[config.mk]
export PLATFORM = sky130hd
export DESIGN_NAME = instruction_decoder_flat
export DESIGN_NICKNAME = d
export VERILOG_FILES = /design/src/rtl/cpu_pkg.sv /design/src/rtl/instruction_decoder_if.sv /design/src/rtl/dec_stats_counter.sv /design/src/rtl/instruction_decoder.sv /design/src/flat_wrapper.sv
export SDC_FILE = /design/constraint.sdc
export NUM_CORES = 1
export LEC_CHECK = 0
export CORE_AREA = 2 2 39 41
export DETAILED_ROUTE_END_ITERATION = 8
export DIE_AREA = 0 0 41 43
export PLACE_DENSITY = 0.61
export SETUP_SLACK_MARGIN = 0.4
export SLEW_MARGIN = 20
export SYNTH_ARGS = -nofsm -noshare
export SYNTH_HDL_FRONTEND = slang
export SYNTH_SLANG_ARGS = --single-unit
[constraint.sdc]
create_clock -name clk -period 1.25 [get_ports clk]
set_input_delay 0.1875 -clock clk [delete_from_list [all_inputs] [get_ports clk]]
set_output_delay 0.1875 -clock clk [all_outputs]
set_load 0.03 [all_outputs]
[src/rtl/cpu_pkg.sv]
// Shared decoder definitions: field widths, opcode constants, FSM state
// encoding and the instruction classifier used by instruction_decoder.
package cpu_pkg;

  localparam int PM_W   = 8;
  localparam int SEL_W  = 3;
  localparam int ADDR_W = 4;

  // High-nibble opcodes for the two jump forms
  localparam logic [3:0] OP_JMP = 4'hE;
  localparam logic [3:0] OP_JNZ = 4'hF;

  // Opcodes inside the ALU range that are treated as NOP strobes
  localparam logic [7:0] OP_NOPC8 = 8'hC8;
  localparam logic [7:0] OP_NOPCF = 8'hCF;
  localparam logic [7:0] OP_NOPD8 = 8'hD8;
  localparam logic [7:0] OP_NOPDF = 8'hDF;

  typedef enum logic {
    ST_FLUSH = 1'b0,
    ST_RUN   = 1'b1
  } dec_state_t;

  typedef enum logic [2:0] {
    CL_LOAD = 3'd0,
    CL_MOVE = 3'd1,
    CL_ALU  = 3'd2,
    CL_NOP  = 3'd3,
    CL_JMP  = 3'd4,
    CL_JNZ  = 3'd5
  } instr_class_t;

  function automatic logic is_nop(input logic [PM_W-1:0] op);
    return (op == OP_NOPC8) || (op == OP_NOPCF) ||
           (op == OP_NOPD8) || (op == OP_NOPDF);
  endfunction

  function automatic instr_class_t classify(input logic [PM_W-1:0] op);
    instr_class_t cls;
    cls = CL_LOAD;
    if (op[7]) begin
      if (!op[6]) begin
        cls = CL_MOVE;
      end else if (!op[5]) begin
        cls = is_nop(op) ? CL_NOP : CL_ALU;
      end
    end
    if (op[7:4] == OP_JMP) cls = CL_JMP;
    if (op[7:4] == OP_JNZ) cls = CL_JNZ;
    return cls;
  endfunction

endpackage

[src/rtl/instruction_decoder_if.sv]
// Decoder bus: program-memory word and ALU zero in, sequencer and datapath
// controls out. Optional DEC_STATS_EN adds the instr_cnt / jmp_cnt counters.
interface instruction_decoder_if;
  import cpu_pkg::*;

  logic [PM_W-1:0]   pm_data;
  logic              alu_zero;
  logic              jmp;
  logic              jmp_nz;
  logic [ADDR_W-1:0] jmp_addr;
  logic              dont_jmp;
  logic              NOPC8;
  logic              NOPCF;
  logic              NOPD8;
  logic              NOPDF;
  logic [SEL_W-1:0]  src_sel;
  logic [SEL_W-1:0]  dst_sel;
  logic              reg_we;
  logic              alu_en;
  logic              dec_state;
`ifdef DEC_STATS_EN
  logic [15:0]       instr_cnt;
  logic [15:0]       jmp_cnt;
`endif

  // Decoder side
  modport slave (
    input  pm_data, alu_zero,
    output jmp, jmp_nz, jmp_addr, dont_jmp,
    output NOPC8, NOPCF, NOPD8, NOPDF,
    output src_sel, dst_sel, reg_we, alu_en, dec_state
`ifdef DEC_STATS_EN
    , output instr_cnt, jmp_cnt
`endif
  );

  // Program memory / sequencer / datapath side
  modport master (
    output pm_data, alu_zero,
    input  jmp, jmp_nz, jmp_addr, dont_jmp,
    input  NOPC8, NOPCF, NOPD8, NOPDF,
    input  src_sel, dst_sel, reg_we, alu_en, dec_state
`ifdef DEC_STATS_EN
    , input instr_cnt, jmp_cnt
`endif
  );

endinterface

[src/rtl/dec_stats_counter.sv]
// Saturating up-counter for decoder statistics. Only built with DEC_STATS_EN.
`ifdef DEC_STATS_EN
module dec_stats_counter #(
  parameter int W = 16
) (
  input  logic         clk,
  input  logic         reset_n,
  input  logic         en,
  output logic [W-1:0] count
);

  // Count enabled cycles, sticking at all-ones
  always_ff @(posedge clk or negedge reset_n) begin
    if (!reset_n) begin
      count <= '0;
    end else if (en && (count != {W{1'b1}})) begin
      count <= count + 1'b1;
    end
  end

endmodule
`endif

[src/rtl/instruction_decoder.sv]
// Instruction decoder: combinational decode of pm_data gated by a two-state
// FLUSH/RUN FSM, plus the registered zero flag feeding dont_jmp.
// Optional macro DEC_STATS_EN adds saturating instr_cnt / jmp_cnt counters.
//
// state | meaning
// FLUSH | first cycle after reset, pm_data not valid yet; outputs held at 0
// RUN   | pm_data decoded every cycle
module instruction_decoder
  import cpu_pkg::*;
(
  input  logic                 clk,
  input  logic                 reset_n,
  instruction_decoder_if.slave bus
);

  dec_state_t        state;
  dec_state_t        state_next;
  logic              z;

  logic              jmp_c;
  logic              jmp_nz_c;
  logic [ADDR_W-1:0] jmp_addr_c;
  logic [3:0]        nop_c;
  logic [SEL_W-1:0]  src_sel_c;
  logic [SEL_W-1:0]  dst_sel_c;
  logic              reg_we_c;
  logic              alu_en_c;

  // State register
  always_ff @(posedge clk or negedge reset_n) begin
    if (!reset_n) begin
      state <= ST_FLUSH;
    end else begin
      state <= state_next;
    end
  end

  // Next state: leave FLUSH on the first edge, then stay in RUN
  always_comb begin
    state_next = state;
    case (state)
      ST_FLUSH: state_next = ST_RUN;
      ST_RUN:   state_next = ST_RUN;
      default:  state_next = ST_FLUSH;
    endcase
  end

  // Output decode; everything stays 0 while flushing. src/dst are only
  // meaningful for load/move, so they read 0 for every other class.
  always_comb begin
    jmp_c      = 1'b0;
    jmp_nz_c   = 1'b0;
    jmp_addr_c = '0;
    nop_c      = '0;
    src_sel_c  = '0;
    dst_sel_c  = '0;
    reg_we_c   = 1'b0;
    alu_en_c   = 1'b0;
    if (state == ST_RUN) begin
      jmp_addr_c = bus.pm_data[3:0];
      case (classify(bus.pm_data))
        CL_LOAD: begin
          reg_we_c  = 1'b1;
          dst_sel_c = bus.pm_data[6:4];
        end
        CL_MOVE: begin
          reg_we_c  = 1'b1;
          dst_sel_c = bus.pm_data[5:3];
          src_sel_c = bus.pm_data[2:0];
        end
        CL_ALU: alu_en_c = 1'b1;
        CL_NOP: begin
          nop_c[0] = (bus.pm_data == OP_NOPC8);
          nop_c[1] = (bus.pm_data == OP_NOPCF);
          nop_c[2] = (bus.pm_data == OP_NOPD8);
          nop_c[3] = (bus.pm_data == OP_NOPDF);
        end
        CL_JMP:  jmp_c    = 1'b1;
        CL_JNZ:  jmp_nz_c = 1'b1;
        default: ;
      endcase
    end
  end

  // Zero flag: captured only on ALU cycles, so a following jnz sees it
  always_ff @(posedge clk or negedge reset_n) begin
    if (!reset_n) begin
      z <= 1'b0;
    end else if (alu_en_c) begin
      z <= bus.alu_zero;
    end
  end

  assign bus.jmp       = jmp_c;
  assign bus.jmp_nz    = jmp_nz_c;
  assign bus.jmp_addr  = jmp_addr_c;
  assign bus.dont_jmp  = z;
  assign bus.NOPC8     = nop_c[0];
  assign bus.NOPCF     = nop_c[1];
  assign bus.NOPD8     = nop_c[2];
  assign bus.NOPDF     = nop_c[3];
  assign bus.src_sel   = src_sel_c;
  assign bus.dst_sel   = dst_sel_c;
  assign bus.reg_we    = reg_we_c;
  assign bus.alu_en    = alu_en_c;
  assign bus.dec_state = state;

`ifdef DEC_STATS_EN
  dec_stats_counter #(.W(16)) u_instr_cnt (
    .clk     (clk),
    .reset_n (reset_n),
    .en      (state == ST_RUN),
    .count   (bus.instr_cnt)
  );

  // A jump is counted when the sequencer will actually take it
  dec_stats_counter #(.W(16)) u_jmp_cnt (
    .clk     (clk),
    .reset_n (reset_n),
    .en      (jmp_c | (jmp_nz_c & ~z)),
    .count   (bus.jmp_cnt)
  );
`endif

endmodule
[src/flat_wrapper.sv]
// flat-port wrapper written by rule: the top's interface ports become plain ports
module instruction_decoder_flat import cpu_pkg::*;
  (clk, reset_n, bus_pm_data, bus_alu_zero, bus_jmp, bus_jmp_nz, bus_jmp_addr, bus_dont_jmp, bus_NOPC8, bus_NOPCF, bus_NOPD8, bus_NOPDF, bus_src_sel, bus_dst_sel, bus_reg_we, bus_alu_en, bus_dec_state);
  instruction_decoder_if bus_i ();
  input  logic clk;
  input  logic reset_n;
  input wire logic [$bits(bus_i.pm_data)-1:0] bus_pm_data;
  input wire logic [$bits(bus_i.alu_zero)-1:0] bus_alu_zero;
  output wire logic [$bits(bus_i.jmp)-1:0] bus_jmp;
  output wire logic [$bits(bus_i.jmp_nz)-1:0] bus_jmp_nz;
  output wire logic [$bits(bus_i.jmp_addr)-1:0] bus_jmp_addr;
  output wire logic [$bits(bus_i.dont_jmp)-1:0] bus_dont_jmp;
  output wire logic [$bits(bus_i.NOPC8)-1:0] bus_NOPC8;
  output wire logic [$bits(bus_i.NOPCF)-1:0] bus_NOPCF;
  output wire logic [$bits(bus_i.NOPD8)-1:0] bus_NOPD8;
  output wire logic [$bits(bus_i.NOPDF)-1:0] bus_NOPDF;
  output wire logic [$bits(bus_i.src_sel)-1:0] bus_src_sel;
  output wire logic [$bits(bus_i.dst_sel)-1:0] bus_dst_sel;
  output wire logic [$bits(bus_i.reg_we)-1:0] bus_reg_we;
  output wire logic [$bits(bus_i.alu_en)-1:0] bus_alu_en;
  output wire logic [$bits(bus_i.dec_state)-1:0] bus_dec_state;
  assign bus_i.pm_data = bus_pm_data;
  assign bus_i.alu_zero = bus_alu_zero;
  assign bus_jmp = bus_i.jmp;
  assign bus_jmp_nz = bus_i.jmp_nz;
  assign bus_jmp_addr = bus_i.jmp_addr;
  assign bus_dont_jmp = bus_i.dont_jmp;
  assign bus_NOPC8 = bus_i.NOPC8;
  assign bus_NOPCF = bus_i.NOPCF;
  assign bus_NOPD8 = bus_i.NOPD8;
  assign bus_NOPDF = bus_i.NOPDF;
  assign bus_src_sel = bus_i.src_sel;
  assign bus_dst_sel = bus_i.dst_sel;
  assign bus_reg_we = bus_i.reg_we;
  assign bus_alu_en = bus_i.alu_en;
  assign bus_dec_state = bus_i.dec_state;
  instruction_decoder u_core (.clk(clk), .reset_n(reset_n), .bus(bus_i));
endmodule
==> metrics.txt, run 1 <==
Setup Total Neg Slack -2295 ps; CP max FO 2; FF+latch count, synth 2; Overall Power 515.2 µW; filler cell count 126; CP required about 1100 ps; wire per inst 10.61 µm; Yosys warnings 0; clk sink count 2; die width 41 µm; gr usage total 14.57%; Post-Place Cells 99; GPL Wtd Cong 0.6293; IO Port Bufs 30; distinct cell type count after synthesis 21; most common cell after layout, fill and taps aside buf_4; Combinational Power Share ~53%; Setup crit end kind output pin; layout overhead on the synthesized area 201.8%; HPWL Detailed 837.1 µm; Setup crit start kind flop; Max-Cap Viols 0; failing checks setup timing; Setup CP Type flop to output pin; # setup viols final 18; reg-to-reg slack, setup -130 ps; Final ANT Viol Nets 0; peak supply drop 745.6 µV; nets 102; Worst-Skew Late Latency roughly 230 ps; final non-filler cell total about 110; initial core utilization 20.52%; power density over cell area 601.1 nW/µm²; Clock Tree Root clkbuf_4; Final WS setup -235.2 ps; core area between 1000 and 1500 µm²; Clock Pin Slew Worst Setup and Hold Paths roughly 40 ps; vias after detailed routing 458; Die ar. 1763 µm²; Critical Path AT 1300 ps; Leakage 0.0004228 µW; met1 wire length 472 µm; initial drt markers 5; Hold WC Path Type input port to async pin; Fin Hold WS 120.5 ps; Seq/Total Area, Yosys about 18%; Die Y about 43 µm; diode count 0; CTS tree yes; P_int ~330 µW; Clk network pwr share 30.9%; I/O pins 31; synthesized area per cell 6.927 µm²; # DRC 0; Total Wirelength between 1000 and 1500 µm; CTS buffer count 3; FF-to-FF Start u_core.bus.dec_state; grt total ovfl 0; met2 wire len approximately 570 µm; num rows 14; commonest non-fill, non-tap cells in the layout buf_4, buf_6, and2_2; DR top layer met3; Met3 Wirelength 82 µm; sequential power share 15.7%; vias in the first global route roughly 400; RSZ-0062 raised after global routing true; Reg2Reg Depth 5; Area after DPL 723.2 µm²; Net Sw Frac 35.41%; clock buffer depth 2; Mapped Area 284.0 µm²; routed vias/inst 4.321; post-synthesis net count 52; FMAX 0.6733 GHz; Syn Inst Count 41; first-pass GRT wire length 1725 µm; crit share post-route 118.8%; status finished, violations left; clk_skew 8.575 ps; Final Hold Vio Count 0; layout cells sized above 1 between 70% and 80%; largest net degree at the start of global routing 12; multi-input logic area 329.1 µm²; antenna violations before repair 0; crit path time final 1485 ps; Max Slew Vio Count 0; Psw between 150 and 200 µW; H-tree levels 1; Pre-antenna DRT Iters 2; post-route cell area approximately 860 µm²; Reg area 51.30 µm²; Worst R2R End u_core.bus.dont_jmp
==> metal layers <==
| layer | global-route usage (%) | up-vias |
|---|---|---|
| li1 | - | 241 |
| met3 | 4.712 | 0 |
| met5 | 0 | - |
| met2 | 24.38 | 20 |
| met4 | 2.000 | 0 |
| met1 | 17.74 | 197 |
==> sequential cells by signal, summed over array words and instances (netlist names) <==
register              cells
u_core.bus.dont_jmp       1
u_core.bus.dec_state      1
==> timing repair <==
item,4_1_cts,5_1_grt
pin swaps,10,8
endpoints found under the setup margin,21,21
setup buffers,2,1
gates resized for setup,47,8
hold buffers,0,0
==> synthesized netlist by cell type <==
master	instances	area share (%)
or4b_1	1	3.5
conb_1	1	1.3
a21boi_0	1	2.6
dfrtp_1	2	18
and2_1	7	15
nand2_1	3	4.0
o22ai_1	2	4.4
nor2b_1	3	6.6
and4b_1	1	3.5
nor3_1	2	3.5
inv_1	2	2.6
or3_2	1	2.6
clkbuf_1	2	2.6
nand3_1	2	3.5
and2_2	1	2.6
and3_4	1	4.0
and3_2	1	2.6
mux2_4	1	5.3
nor2_1	4	5.3
a21oi_1	1	1.8
nand4_1	2	4.4
==> power groups by stage <==
stage               Clock [µW]  Sequential, µW  Combinational, µW
floorplan                    0            99.9                102
global placement             0            79.8                251
detailed placement           0            80.3                251
CTS                        166            81.0                271
global route               171            81.4                291
finish                     159            80.8                275
==> critical path: stages, from the launching register on <==
cell,delay [ps]
dfrtp_2,340
and4b_1,230
buf_6,130
nand2_4,60
nor3_4,160
buf_6,150
==> cell families after synthesis <==
logic type | synth area share [%]
compound gates | 8.809
buf+inv | 5.288
flops | 17.62
mux | 5.285
other cells | 1.320
simple gates | 61.67
==> worst max-delay path by stage <==
stage	startpoint	slack, ps	endpoint	depth (start not counted)
detailed placement	bus_pm_data[2]	-850	bus_alu_en	4
global route	u_core.bus.dec_state	-280	bus_NOPCF	5
CTS	u_core.bus.dec_state	-280	bus_NOPCF	5
global placement	bus_pm_data[2]	-850	bus_alu_en	4
floorplan	u_core.bus.dec_state	-120	u_core.bus.dont_jmp	3
finish	u_core.bus.dec_state	-240	bus_NOPCF	5
==> layout make-up <==
type                    instances  share of cell area [%]
inverters                       2                  0.8759
repair buffers                 47                   49.34
multi-input cells              35                   38.39
well taps                      16                   2.336
clock buffers                   4                   3.066
flip-flops and latches          2                   5.985
==> metrics by stage <==
| stage | util [%] | worst slack [ps] |
|---|---|---|
| CTS | 61.48 | -279.6 |
| floorplan | - | -115.8 |
| global placement | 52.26 | -847.5 |
| finish | 61.93 | -235.2 |
| global route | 61.93 | -278.7 |
| detailed placement | 52.26 | -847.5 |
No activity file was read; power rests on OpenSTA's default activity.
==> run 2: changes to the inputs <==
--- a/config.mk
+++ b/config.mk
@@ -8,7 +8,6 @@
 export CORE_AREA = 2 2 39 41
 export DETAILED_ROUTE_END_ITERATION = 8
 export DIE_AREA = 0 0 41 43
-export PLACE_DENSITY = 0.61
 export SETUP_SLACK_MARGIN = 0.4
 export SLEW_MARGIN = 20
 export SYNTH_ARGS = -nofsm -noshare
==> constraint.sdc (replaced) <==
create_clock -name clk -period 1.8 [get_ports clk]
set_input_delay 0.27 -clock clk [delete_from_list [all_inputs] [get_ports clk]]
set_output_delay 0.27 -clock clk [all_outputs]
set_load 0.03 [all_outputs]
==> run 2 against run 1 <==
Compared with the run above: the run now ends clean; first-iteration DRC count is 100% lower; critical path depth is 1 lower; final cell count stayed put; wire length is 9.2% higher; sequential share of layout area is 0.052 points lower.
==> metrics.txt, run 2 (synthesis gave the netlist of run 1 again) <==
status finished clean; core area 1384 µm²; vias in the first global route 481; first-pass GRT wire length 2056 µm; CP required 1530 ps; Final ANT Viol Nets 0; Clock Pin Slew Worst Setup and Hold Paths 40 ps; Setup crit start kind flop; vias after detailed routing 478; routed vias/inst 4.509; GPL Wtd Cong 0.7220; diode count 0; Die Y 43 µm; CTS buffer count 3; initial drt markers 0; crit share post-route between 80% and 90%; P_int 236.3 µW; Pre-antenna DRT Iters 1; initial core utilization 20.52%; post-place setup slack -467.8 ps; filler cell count 132; IO Port Bufs 30; die width 41 µm; clock buffer depth 2; num rows 14; Critical Path AT 1300 ps; layout cells sized above 1 between 70% and 80%; I/O pins 31; Leakage 0.0004256 µW; Overall Power around 370 µW; wire per inst 11.59 µm; FF-to-FF Start u_core.bus.dec_state; final non-filler cell total 106; Area after DPL approximately 670 µm²; commonest non-fill, non-tap cells in the layout buf_6, buf_4, and2_4; H-tree levels 1; Final Hold Vio Count 0; Clk network pwr share 31.3%; peak supply drop 340.4 µV; Die ar. 1763 µm²; Hold WC Path Type input port to async pin; power density over cell area ~420 nW/µm²; post-route cell area 864.6 µm²; most common cell after layout, fill and taps aside buf_6; Worst-Skew Late Latency 230 ps; clk sink count 2; CP max FO 3; Setup crit end kind output pin; RSZ-0062 raised after global routing true; Max-Cap Viols 0; Clock Tree Root clkbuf_4; # DRC 0; nets 102; Reg2Reg Depth 5; gr usage total 17.30%; Net Sw Frac a little over a third; Setup CP Type flop to output pin; Max Slew Vio Count 0; CTS tree yes; Psw 130.4 µW; FMAX 0.6353 GHz; grt total ovfl 0; Total Wirelength 1229 µm; HPWL Detailed 789.9 µm; antenna violations before repair 0; # setup viols final 0; largest net degree at the start of global routing 9; Combinational Power Share 53.7%; crit path time final 1574 ps; layout overhead on the synthesized area 204.4%; clk_skew 9.119 ps; sequential power share 14.9%; Fin Hold WS approximately 200 ps; Critical path origin u_core.bus.dec_state; Final WS setup 225.9 ps; Post-Place Cells between 90 and 100
==> run 2: path summary, 6_finish.rpt <==
path / endpoint / slack [ps]
setup / recovery: bus_NOPD8 / 230
hold / removal: u_core.bus.dec_state / 200
setup reg to reg: u_core.bus.dont_jmp / 350
hold reg to reg: u_core.bus.dont_jmp / 500
max in group asynchronous: u_core.bus.dec_state / 1470
min in group clk: u_core.bus.dont_jmp / 500
==> run 2: layout make-up <==
class	count	area, µm²	share of cell area, %
clock buffer	4	26.28	3.039
inverter	2	7.507	0.8683
multi-input combinational	35	310.3	35.89
sequential	2	51.30	5.933
tap	16	20.02	2.315
timing repair buffer	47	449.2	51.95
==> run 2: power groups by stage <==
stage	Combinational (µW)	Clock, µW	Sequential (µW)
after detailed placement	165	0	55.6
after floorplan	67.5	0	69.4
final	197	115	54.8
after CTS	190	125	55.0
after global placement	165	0	55.5
after global routing	210	129	55.1
==> run 2: layer usage <==
layer  global-route usage [%]  up-vias  share of wire (%)
li1                         -      240                  -
met1                    20.06      219                 38
met2                    26.25       19                 57
met3                    4.712        0                5.3
met5                        0        -                  0
met4                    11.33        0                  0
==> run 2: worst max-delay path, stage by stage (launching register included) <==
cell	delay [ps]
dfrtp_2	350
and4b_2	260
nand3_1	140
nor2_2	140
buf_4	170
==> run 2: per-stage QoR <==
stage	TNS, ps	utilization (%)
after floorplan	0	-
after global placement	-715.9	48.46
after detailed placement	-711.7	48.46
after CTS	0	60.58
after global routing	0	62.48
final	0	62.48
==> run 2: timing repair <==
item | CTS | global route
buffers inserted | 8 | 0
pin swaps | 11 | 2
gates resized for setup | 59 | 10
endpoints found under the setup margin | 21 | 17
hold buffers | 0 | 0
==> run 3: changes to the inputs <==
--- a/config.mk
+++ b/config.mk
@@ -9,7 +9,6 @@
 export DETAILED_ROUTE_END_ITERATION = 8
 export DIE_AREA = 0 0 41 43
 export SETUP_SLACK_MARGIN = 0.4
-export SLEW_MARGIN = 20
 export SYNTH_ARGS = -nofsm -noshare
 export SYNTH_HDL_FRONTEND = slang
 export SYNTH_SLANG_ARGS = --single-unit
==> results of run 3 <==
The final DEF is identical to that of run 2; final timing and power are the same.
